--- src/rtl/mem_excep_unit.sv ---
// MEM-stage exception collector: merges pipe flags, alignment faults and interrupts into one cause for cp0.
// Latency: cause/pc/addr/delay-slot registered 1 cycle after the MEM cycle; mem_kill_o is combinational.
// Backpressure: none; after a cause is sent, all MEM ops are killed until flush_i arrives or the WAIT timeout expires.
//
// Ports:
//   clk, rst                        clock, synchronous active-high reset
//   mem_valid_i .. mem_addr_i       MEM-stage instruction: valid, pc, delay slot, upstream flags, load/store, size, address
//   cp0_status_i                    Status register (IM[15:8], EXL[1], IE[0])
//   int_i, timer_int_i              async hardware interrupts, synchronous timer interrupt
//   flush_i                         cp0 has accepted the exception / ERET
//   excep_type_o .. excep_delayslot_o  registered one-hot cause, pc, bad address, delay-slot flag
//   mem_kill_o                      suppress the data-RAM access in this cycle
//   err_o                           one-cycle pulse when cp0 never answered with flush_i
module mem_excep_unit #(
   parameter int SYNC_STAGES   = 2,
   parameter int FLUSH_TIMEOUT = 15
) (
   input  logic        clk,
   input  logic        rst,
   input  logic        mem_valid_i,
   input  logic [31:0] mem_pc_i,
   input  logic        mem_in_delayslot_i,
   input  logic [31:0] mem_excep_i,
   input  logic        mem_is_load_i,
   input  logic        mem_is_store_i,
   input  logic [1:0]  mem_size_i,
   input  logic [31:0] mem_addr_i,
   input  logic [31:0] cp0_status_i,
   input  logic [5:0]  int_i,
   input  logic        timer_int_i,
   input  logic        flush_i,
   output logic [31:0] excep_type_o,
   output logic [31:0] excep_pc_o,
   output logic [31:0] excep_addr_o,
   output logic        excep_delayslot_o,
   output logic        mem_kill_o,
   output logic        err_o
);

   localparam int         SYNC_W    = 6 * SYNC_STAGES;
   localparam logic [3:0] TIMEOUT_L = 4'(FLUSH_TIMEOUT);

   typedef enum logic {ST_RUN, ST_WAIT} state_t;

   state_t              state_q, state_d;
   logic [SYNC_W-1:0]   sync_q, sync_d;
   logic [3:0]          cnt_q, cnt_d;
   logic                err_q, err_d;
   logic [31:0]         type_q, type_d;
   logic [31:0]         pc_q, pc_d;
   logic [31:0]         addr_q, addr_d;
   logic                ds_q, ds_d;

   logic [5:0]          int_s;
   logic [5:0]          int_lines;
   logic                int_req;
   logic                misalign;
   logic [31:0]         win;
   logic [3:0]          cnt_inc;

   // Status bits without a consumer here (software interrupts IM[1:0], reserved fields)
   // and upstream flag bits that this stage does not recognise.
   logic                unused_bits;
   assign unused_bits = ^{cp0_status_i[31:16], cp0_status_i[9:2], mem_excep_i[26:1]};

   // Oldest stage of the chain is the synchronised view of int_i.
   assign int_s     = sync_q[SYNC_W-1 -: 6];
   // The timer shares IM[7] with hardware line 5.
   assign int_lines = {timer_int_i | int_s[5], int_s[4:0]};
   assign int_req   = cp0_status_i[0] & ~cp0_status_i[1] & (|(cp0_status_i[15:10] & int_lines));

   // Byte accesses are never misaligned; size 3 is treated as a word.
   assign misalign  = ((mem_size_i == 2'd1) & mem_addr_i[0]) |
                      (mem_size_i[1] & (mem_addr_i[1:0] != 2'b00));

   assign cnt_inc   = cnt_q + 4'd1;

   // Priority pick; the result is one-hot or zero.
   always_comb begin
      win = 32'h0;
      if ((state_q == ST_RUN) && mem_valid_i) begin
         if (int_req)                               win[1]  = 1'b1;
         else if (mem_excep_i[31])                  win[31] = 1'b1;
         else if (mem_excep_i[30])                  win[30] = 1'b1;
         else if (mem_excep_i[29])                  win[29] = 1'b1;
         else if (mem_excep_i[28])                  win[28] = 1'b1;
         else if (mem_excep_i[27])                  win[27] = 1'b1;
         else if (mem_is_load_i & misalign)         win[26] = 1'b1;
         else if (mem_is_store_i & misalign)        win[25] = 1'b1;
         else if (mem_excep_i[0])                   win[0]  = 1'b1;
      end
   end

   // ERET alone performs no memory access, so there is nothing to kill for it.
   assign mem_kill_o = (state_q == ST_WAIT) | ((|win) & ~win[0]);

   always_comb begin
      state_d = state_q;
      sync_d  = {sync_q[SYNC_W-7:0], int_i};
      cnt_d   = cnt_q;
      err_d   = 1'b0;
      type_d  = 32'h0;
      pc_d    = 32'h0;
      addr_d  = 32'h0;
      ds_d    = 1'b0;
      case (state_q)
         ST_RUN: begin
            // flush_i is meaningless here: nothing is outstanding.
            cnt_d = 4'd0;
            if (|win) begin
               type_d  = win;
               pc_d    = mem_pc_i;
               ds_d    = mem_in_delayslot_i;
               if (win[26] | win[25]) addr_d = mem_addr_i;
               else if (win[31])      addr_d = mem_pc_i;
               state_d = ST_WAIT;
            end
         end
         ST_WAIT: begin
            // Causes seen while waiting are dropped; the pipe is being flushed anyway.
            if (flush_i) begin
               state_d = ST_RUN;
               cnt_d   = 4'd0;
            end else if (cnt_inc == TIMEOUT_L) begin
               // cp0 never acknowledged: give up so the core cannot lock, and flag it.
               state_d = ST_RUN;
               cnt_d   = 4'd0;
               err_d   = 1'b1;
            end else begin
               cnt_d   = cnt_inc;
            end
         end
         default: state_d = ST_RUN;
      endcase
   end

   always_ff @(posedge clk) begin
      if (rst) begin
         state_q <= ST_RUN;
         sync_q  <= '0;
         cnt_q   <= 4'd0;
         err_q   <= 1'b0;
         type_q  <= 32'h0;
         pc_q    <= 32'h0;
         addr_q  <= 32'h0;
         ds_q    <= 1'b0;
      end else begin
         state_q <= state_d;
         sync_q  <= sync_d;
         cnt_q   <= cnt_d;
         err_q   <= err_d;
         type_q  <= type_d;
         pc_q    <= pc_d;
         addr_q  <= addr_d;
         ds_q    <= ds_d;
      end
   end

   assign excep_type_o      = type_q;
   assign excep_pc_o        = pc_q;
   assign excep_addr_o      = addr_q;
   assign excep_delayslot_o = ds_q;
   assign err_o             = err_q;

endmodule
--- config.mk ---
export PLATFORM = sky130hd
export DESIGN_NAME = mem_excep_unit
export DESIGN_NICKNAME = d
export VERILOG_FILES = /design/src/rtl/mem_excep_unit.sv
export SDC_FILE = /design/constraint.sdc
export NUM_CORES = 1
export LEC_CHECK = 0
export CORE_MARGIN = 4
export CORE_UTILIZATION = 30
export CTS_CLUSTER_DIAMETER = 50
export DETAILED_ROUTE_END_ITERATION = 7
export PLACE_DENSITY = 0.72
export SLEW_MARGIN = 20
export SYNTH_ARGS = -nofsm -noshare
export SYNTH_HDL_FRONTEND = slang
export SYNTH_SLANG_ARGS = --single-unit
--- constraint.sdc ---
create_clock -name clk -period 1.9 [get_ports clk]
set_input_delay 0.38 -clock clk [delete_from_list [all_inputs] [get_ports clk]]
set_output_delay 0.38 -clock clk [all_outputs]
set_load 0.01 [all_outputs]
==> After elaboration in Yosys (flattened, before gate mapping) <==
Cells that the tools add are included.
{ "totals": {"mem_bits_ro": 0, "inputBits": 144, "latch_bits": 0, "elab_cells": 71, "regBits": 115, "mem_bits_rw": 0, "out_inout_bits": 99, "n_memories": 0} }
{ "op_classes": {"multipliers": 0, "bitwise_logic": 16, "shift": 0, "muxes": 36, "reduce_logical": 7, "n_div": 0, "magnitude_cmp": 0, "eq_ne": 2, "n_addsub": 1} }
{ "ops": {"columns": ["operator", "count"], "rows": [
  ["32-bit two-way mux", 2],
  ["1-bit two-way mux", 22],
  ["7-bit two-way mux", 2],
  ["4-bit two-way mux", 3],
  ["9-bit OR reduction", 1],
  ["4-bit case mux with 2 select lines", 1],
  ["1-bit AND", 7],
  ["6-bit AND", 1],
  ["6-bit two-way mux", 1],
  ["3-bit OR reduction", 2],
  ["6-bit OR reduction", 1],
  ["5-bit two-way mux", 1],
  ["4-bit by 1-bit adder with 4-bit output, second input constant", 1],
  ["4-bit == test, second input constant", 1],
  ["2-bit two-way mux", 2],
  ["1-bit inverter", 4],
  ["1-bit bitwise OR", 4],
  ["3-bit two-way mux", 1],
  ["2-bit by 1-bit == test with 1-bit output, second input constant", 1],
  ["1-bit case mux with 2 select lines", 1],
  ["2-bit nonzero test", 1],
  ["2-bit OR reduction", 1],
  ["1-bit logical AND", 1]
]} }

==> Depth between registers and ports, before layout <==
Gate-level depths: netlist of the first run.
{ "logic_depth": {"word_depth": 16, "depth_mapped": 6} }

==> Worst setup path after synthesis of the first run <==
OpenSTA, ideal clock, no wires.
{ "synth_path": {"kind": "input -> register", "startpoint": "in mem_excep_i[31]", "endpoint": "reg state_q", "stages": 6, "path_buffers": 2, "required_time_ns": 1.762, "path_slack_ns": 0.191, "setup_ns": 0.138, "t_arrival_ns": 1.570, "path_cell_list": "buf_6 > nor4_2 > o211ai_2 > o31ai_4 > buf_2 > nand2_1"} }
{ "synth_between": {"elab_chain_len": 6, "elab_cells_between_ends": 10, "cone_classes": "9 x mux; 1 x reduce/logical"} }
{ "synth_lines": {"columns": ["element", "line_no", "rtl"], "rows": [
  ["start: declaration", "23", "input logic [31:0] mem_excep_i,"],
  ["1-bit two-way mux or 6-bit two-way mux (tied branches)", "83", "else if (mem_excep_i[31]) win[31] = 1'b1;"],
  ["1-bit two-way mux or 7-bit two-way mux (tied branches)", "82", "if (int_req) win[1] = 1'b1;"],
  ["2-bit two-way mux or 7-bit two-way mux (tied branches)", "81", "if ((state_q == ST_RUN) && mem_valid_i) begin"],
  ["9-bit OR reduction (*)", "110", "if (|win) begin"],
  ["1-bit two-way mux (*)", "110", null],
  ["1-bit case mux with 2 select lines (*)", "106", "case (state_q)"],
  ["end signal: assignment", "148", "state_q <= state_d;"],
  ["end: declaration", "45", "state_t state_q, state_d;"]
]} }
Mark *: on every way between the ends. The rest lies on a longest branch, timed or not.
A chain may end at the register's enable or synchronous reset.

==> Final worst setup path of the first run <==
{ "layout_path": {"startpoint": "reg sync_q[7]", "endpoint": "out mem_kill_o"} }
{ "layout_between": {"elab_chain_len": 8, "elab_cells_between_ends": 12, "cone_classes": "5 x mux; 5 x bitwise; 2 x reduce/logical"} }
{ "layout_lines": {"columns": ["element", "line_no", "rtl"], "rows": [
  ["start: declaration", "46", "logic [SYNC_W-1:0] sync_q, sync_d;"],
  ["start signal: assignment", "149", "sync_q <= sync_d;"],
  ["6-bit AND (*)", "70", "assign int_req = cp0_status_i[0] & ~cp0_status_i[1] & (|(cp0_status_i[15:10] & int_lines));"],
  ["6-bit OR reduction (*)", "70", null],
  ["1-bit AND (*)", "70", null],
  ["1-bit two-way mux or 7-bit two-way mux (tied branches)", "82", null],
  ["2-bit two-way mux or 7-bit two-way mux (tied branches)", "81", null],
  ["9-bit OR reduction or 1-bit inverter (tied branches)", "95", "assign mem_kill_o = (state_q == ST_WAIT) | ((|win) & ~win[0]);"],
  ["1-bit AND (*)", "95", null],
  ["1-bit bitwise OR (*)", "95", null],
  ["end: declaration", "36", "output logic mem_kill_o,"]
]} }
Marks and branches as above.

==> results of run 1 <==
[final cells by class]
class / count / area, µm²
repair buffers: 191 / 1880
inverters: 5 / 18.8
flip-flops and latches: 92 / 1840
fillers: 980 / 5210
clock buffers: 9 / 124
clock inverters: 6 / 47.5
well taps: 136 / 170
multi-input cells: 181 / 1220
[worst min-delay path by stage]
stage / slack, ns / cells after the start / to
floorplan: 0.41 / 1 / sync_q[10]
global placement: 0.43 / 1 / sync_q[9]
detailed placement: 0.43 / 1 / sync_q[7]
CTS: 0.40 / 3 / excep_type_o[27]
global route: 0.36 / 3 / excep_type_o[28]
finish: 0.37 / 3 / excep_type_o[28]
[layer usage]
| layer | global-route usage (%) | routed length (µm) | up-vias |
|---|---|---|---|
| met5 | 0 | 0 | - |
| met4 | 3.85 | 82 | 0 |
| met3 | 5.45 | 931 | 9 |
| met2 | 26.1 | 4640 | 139 |
| met1 | 16.0 | 3640 | 1257 |
| li1 | - | - | 1316 |
[power by group through the flow]
stage	Clock (µW)	Combinational [µW]	Sequential (µW)
after floorplan	0	221	2080
after global placement	0	578	2050
after detailed placement	0	583	2050
after CTS	1240	583	2010
after global routing	1320	621	2020
final	1190	578	2010
[sequential cells by signal (all words and copies together) (netlist names)]
register,flops
excep_type_o,9
err_o,1
state_q,1
excep_pc_o,32
excep_addr_o,32
cnt_q,4
sync_q,12
excep_delayslot_o,1
[cell families (layout without fill, tap and decap cells)]
family                     Yosys count  in the layout  share of synthesized area (%)
DFF                                 92             92                           56.0
xor gates and xnor gates             2              2                          0.533
other                                1             23                          0.114
adders and majority gates            2              2                          0.761
and+or+nand+nor                    107            107                           20.8
buffers and inverters               42            211                           9.70
AOI/OAI and AO/OA                   47             47                           12.1
[Yosys cell counts (3+ instances only)]
cell      instances  area share (%)
buf_2             4            0.61
buf_6             8             2.7
nor2_1            9             1.0
nor2b_1          45             8.6
nand2_1           3            0.34
a22oi_1          29             6.6
nand2b_1          4            0.76
dfxtp_1          92              56
a22oi_2           4             1.5
inv_1             5            0.57
nor2_2           30             5.7
buf_4            23             5.3
[critical path, stage by stage (launching register included)]
cell and delay [ns]:
dfxtp_1 0.32, a222oi_1 0.38, a31oi_1 0.16, o21ai_1 0.14
nand2b_1 0.07, buf_2 0.14
[timing repair]
| action | CTS | global route |
|---|---|---|
| cloned | 1 | 0 |
| gates resized for setup | 14 | 1 |
| setup endpoints to repair | 21 | 33 |
| pin swaps | 6 | 3 |
[through the flow]
stage / setup slack (ns) / total power, µW / cell area, µm² / util [%] / TNS [ns]
after floorplan: 0.191 / 2300 / 3370 / - / 0
after global placement: -0.606 / 2630 / 5110 / 48.6 / -24.92
after CTS: -0.0809 / 3830 / 5290 / 50.4 / -0.0809
final: -0.0353 / 3770 / 5300 / 50.4 / -0.0353
after global routing: -0.172 / 3950 / 5300 / 50.4 / -0.172
after detailed placement: -0.573 / 2640 / 5110 / 48.6 / -24.22
==> flow_metrics.py, run 1 <==
metrics = {
    "status": {
        "status": "finished with violations",
        "failed_checks": "setup timing",
    },
    "critical_path": {
        "cp-startpoint": "sync_q[7]",
        "ff2ff_setup_slack_ns": 0.17,
        "critPathKind": "reg2out",
        "cp.required_ns": 1.52,
        "cp-end-kind": "primary output",
        "r2r-start": "sync_q[7]",
        "cp.arrival_ns": 1.56,
        "startpoint_type": "flip-flop",
        "crit_path_max_fanout": 2,
        "reg2reg_to": "state_q",
        "cp-endpoint": "mem_kill_o",
        "r2r_cells": 6,
    },
    "layout": {
        "final_layout_size_suffix_gt1_share_pct": 16.7,
        "final_common_cell": "clkdlybuf4s50_1",
        "stdcell_count": 620,
        "nets": 626,
        "n_antenna_cell": 0,
        "layout_common_cells": "clkdlybuf4s50_1, dfxtp_1, nor2b_1, nor2_2, a22oi_1",
        "syn2layout_area_growth_pct": 61.1,
    },
    "grt": {
        "grt_pass1_wl_mm": 14.4,
        "grt_pass1_vias": 2819,
        "grt_antenna_before_repair": 0,
        "gr-total-overflow": 0,
        "grt_max_degree": 26,
        "grtUsageTotal_pct": 14.5,
    },
    "route": {
        "via_per_inst": 4.39,
        "postRouteAntennaNets": 0,
        "vias": 2721,
        "routed_wl_mm": 9.29,
        "first_pass_iters": 4,
        "wl_per_cell_um": 15.0,
        "first_iter_violations": 91,
        "drc": 0,
    },
    "min_path": {
        "hold_start": "mem_excep_i[28]",
        "hold_path_class": "in2reg",
    },
    "clocking": {
        "clk_pin_slew_ns": 0.09,
        "htreeDepth": 3,
        "cts.path.max_buffers": 2,
        "clk_latency_ns": 0.35,
        "postCtsSetupBuffers": 0,
        "postCtsHoldBufs": 0,
        "root_buffer": "clkbuf_8",
        "cts_sinks": 92,
        "cts_tree": "yes",
        "cts_made_buffers": 9,
    },
    "pwr": {
        "seq_power_share_pct": 53.3,
        "clkPwrFrac_pct": 31.4,
        "p_sw_uw": 953,
        "power.internal_uw": 2820,
        "p_sw_share_pct": 25.3,
        "power_frac_comb_pct": 15.3,
        "power.density_mw_per_mm2": 712,
        "p_leak_uw": 0.00198,
        "peakVddDrop_uv": 315,
    },
    "timing": {
        "finalClockSkew_ns": 0.00989,
        "final.period_utilization_pct": 102,
        "slew_violations": 0,
        "rsz0062_at_grt": "yes",
        "worst_hold_slack_ns": 0.367,
        "tightest_slew_ns": 0.625,
        "fmax_ghz": 0.517,
        "relSlewSlack_pct": 58.0,
        "fin_crit_ns": 1.94,
        "fin_ws_ns": -0.0353,
        "hold_viol_final": 0,
        "setup_viol": 1,
    },
    "floorplan": {
        "io_pins": 243,
        "die_area_mm2": 0.0127,
        "core_mm2": 0.0105,
        "die_h_um": 113,
        "fp-row-count": 37,
        "start_util_pct": 31.3,
        "die_x_um": 113,
    },
    "synth": {
        "yosys_warnings": 0,
        "synthCells": 293,
        "seq_area_frac_synth_pct": 56.0,
        "syn_area_per_cell_um2": 11.2,
        "synth_cell_types": 42,
        "synth-async-reset-ratio_pct": 0,
        "netlist_area_mm2": 0.00329,
        "yosys_register_bits": 92,
        "synth_flop_cell": "dfxtp_1",
        "synth_enable_flop_cells": 0,
    },
    "place": {
        "globalplace.congestion": 0.793,
        "io_buffers": 169,
        "hpwl_mm": 7.17,
        "dp.cells": 604,
    },
    "run": {
        "cap_violations": 0,
    },
}
No activity file was read; power rests on OpenSTA's default activity.
==> run 2, diff against run 1 <==
--- a/config.mk
+++ b/config.mk
@@ -9,6 +9,7 @@
 export CORE_UTILIZATION = 30
 export CTS_CLUSTER_DIAMETER = 50
 export DETAILED_ROUTE_END_ITERATION = 7
+export HOLD_SLACK_MARGIN = 0.03
 export PLACE_DENSITY = 0.72
 export SLEW_MARGIN = 20
 export SYNTH_ARGS = -nofsm -noshare
==> results of run 2 <==
Final layout, timing and power as in run 1 (identical DEF).
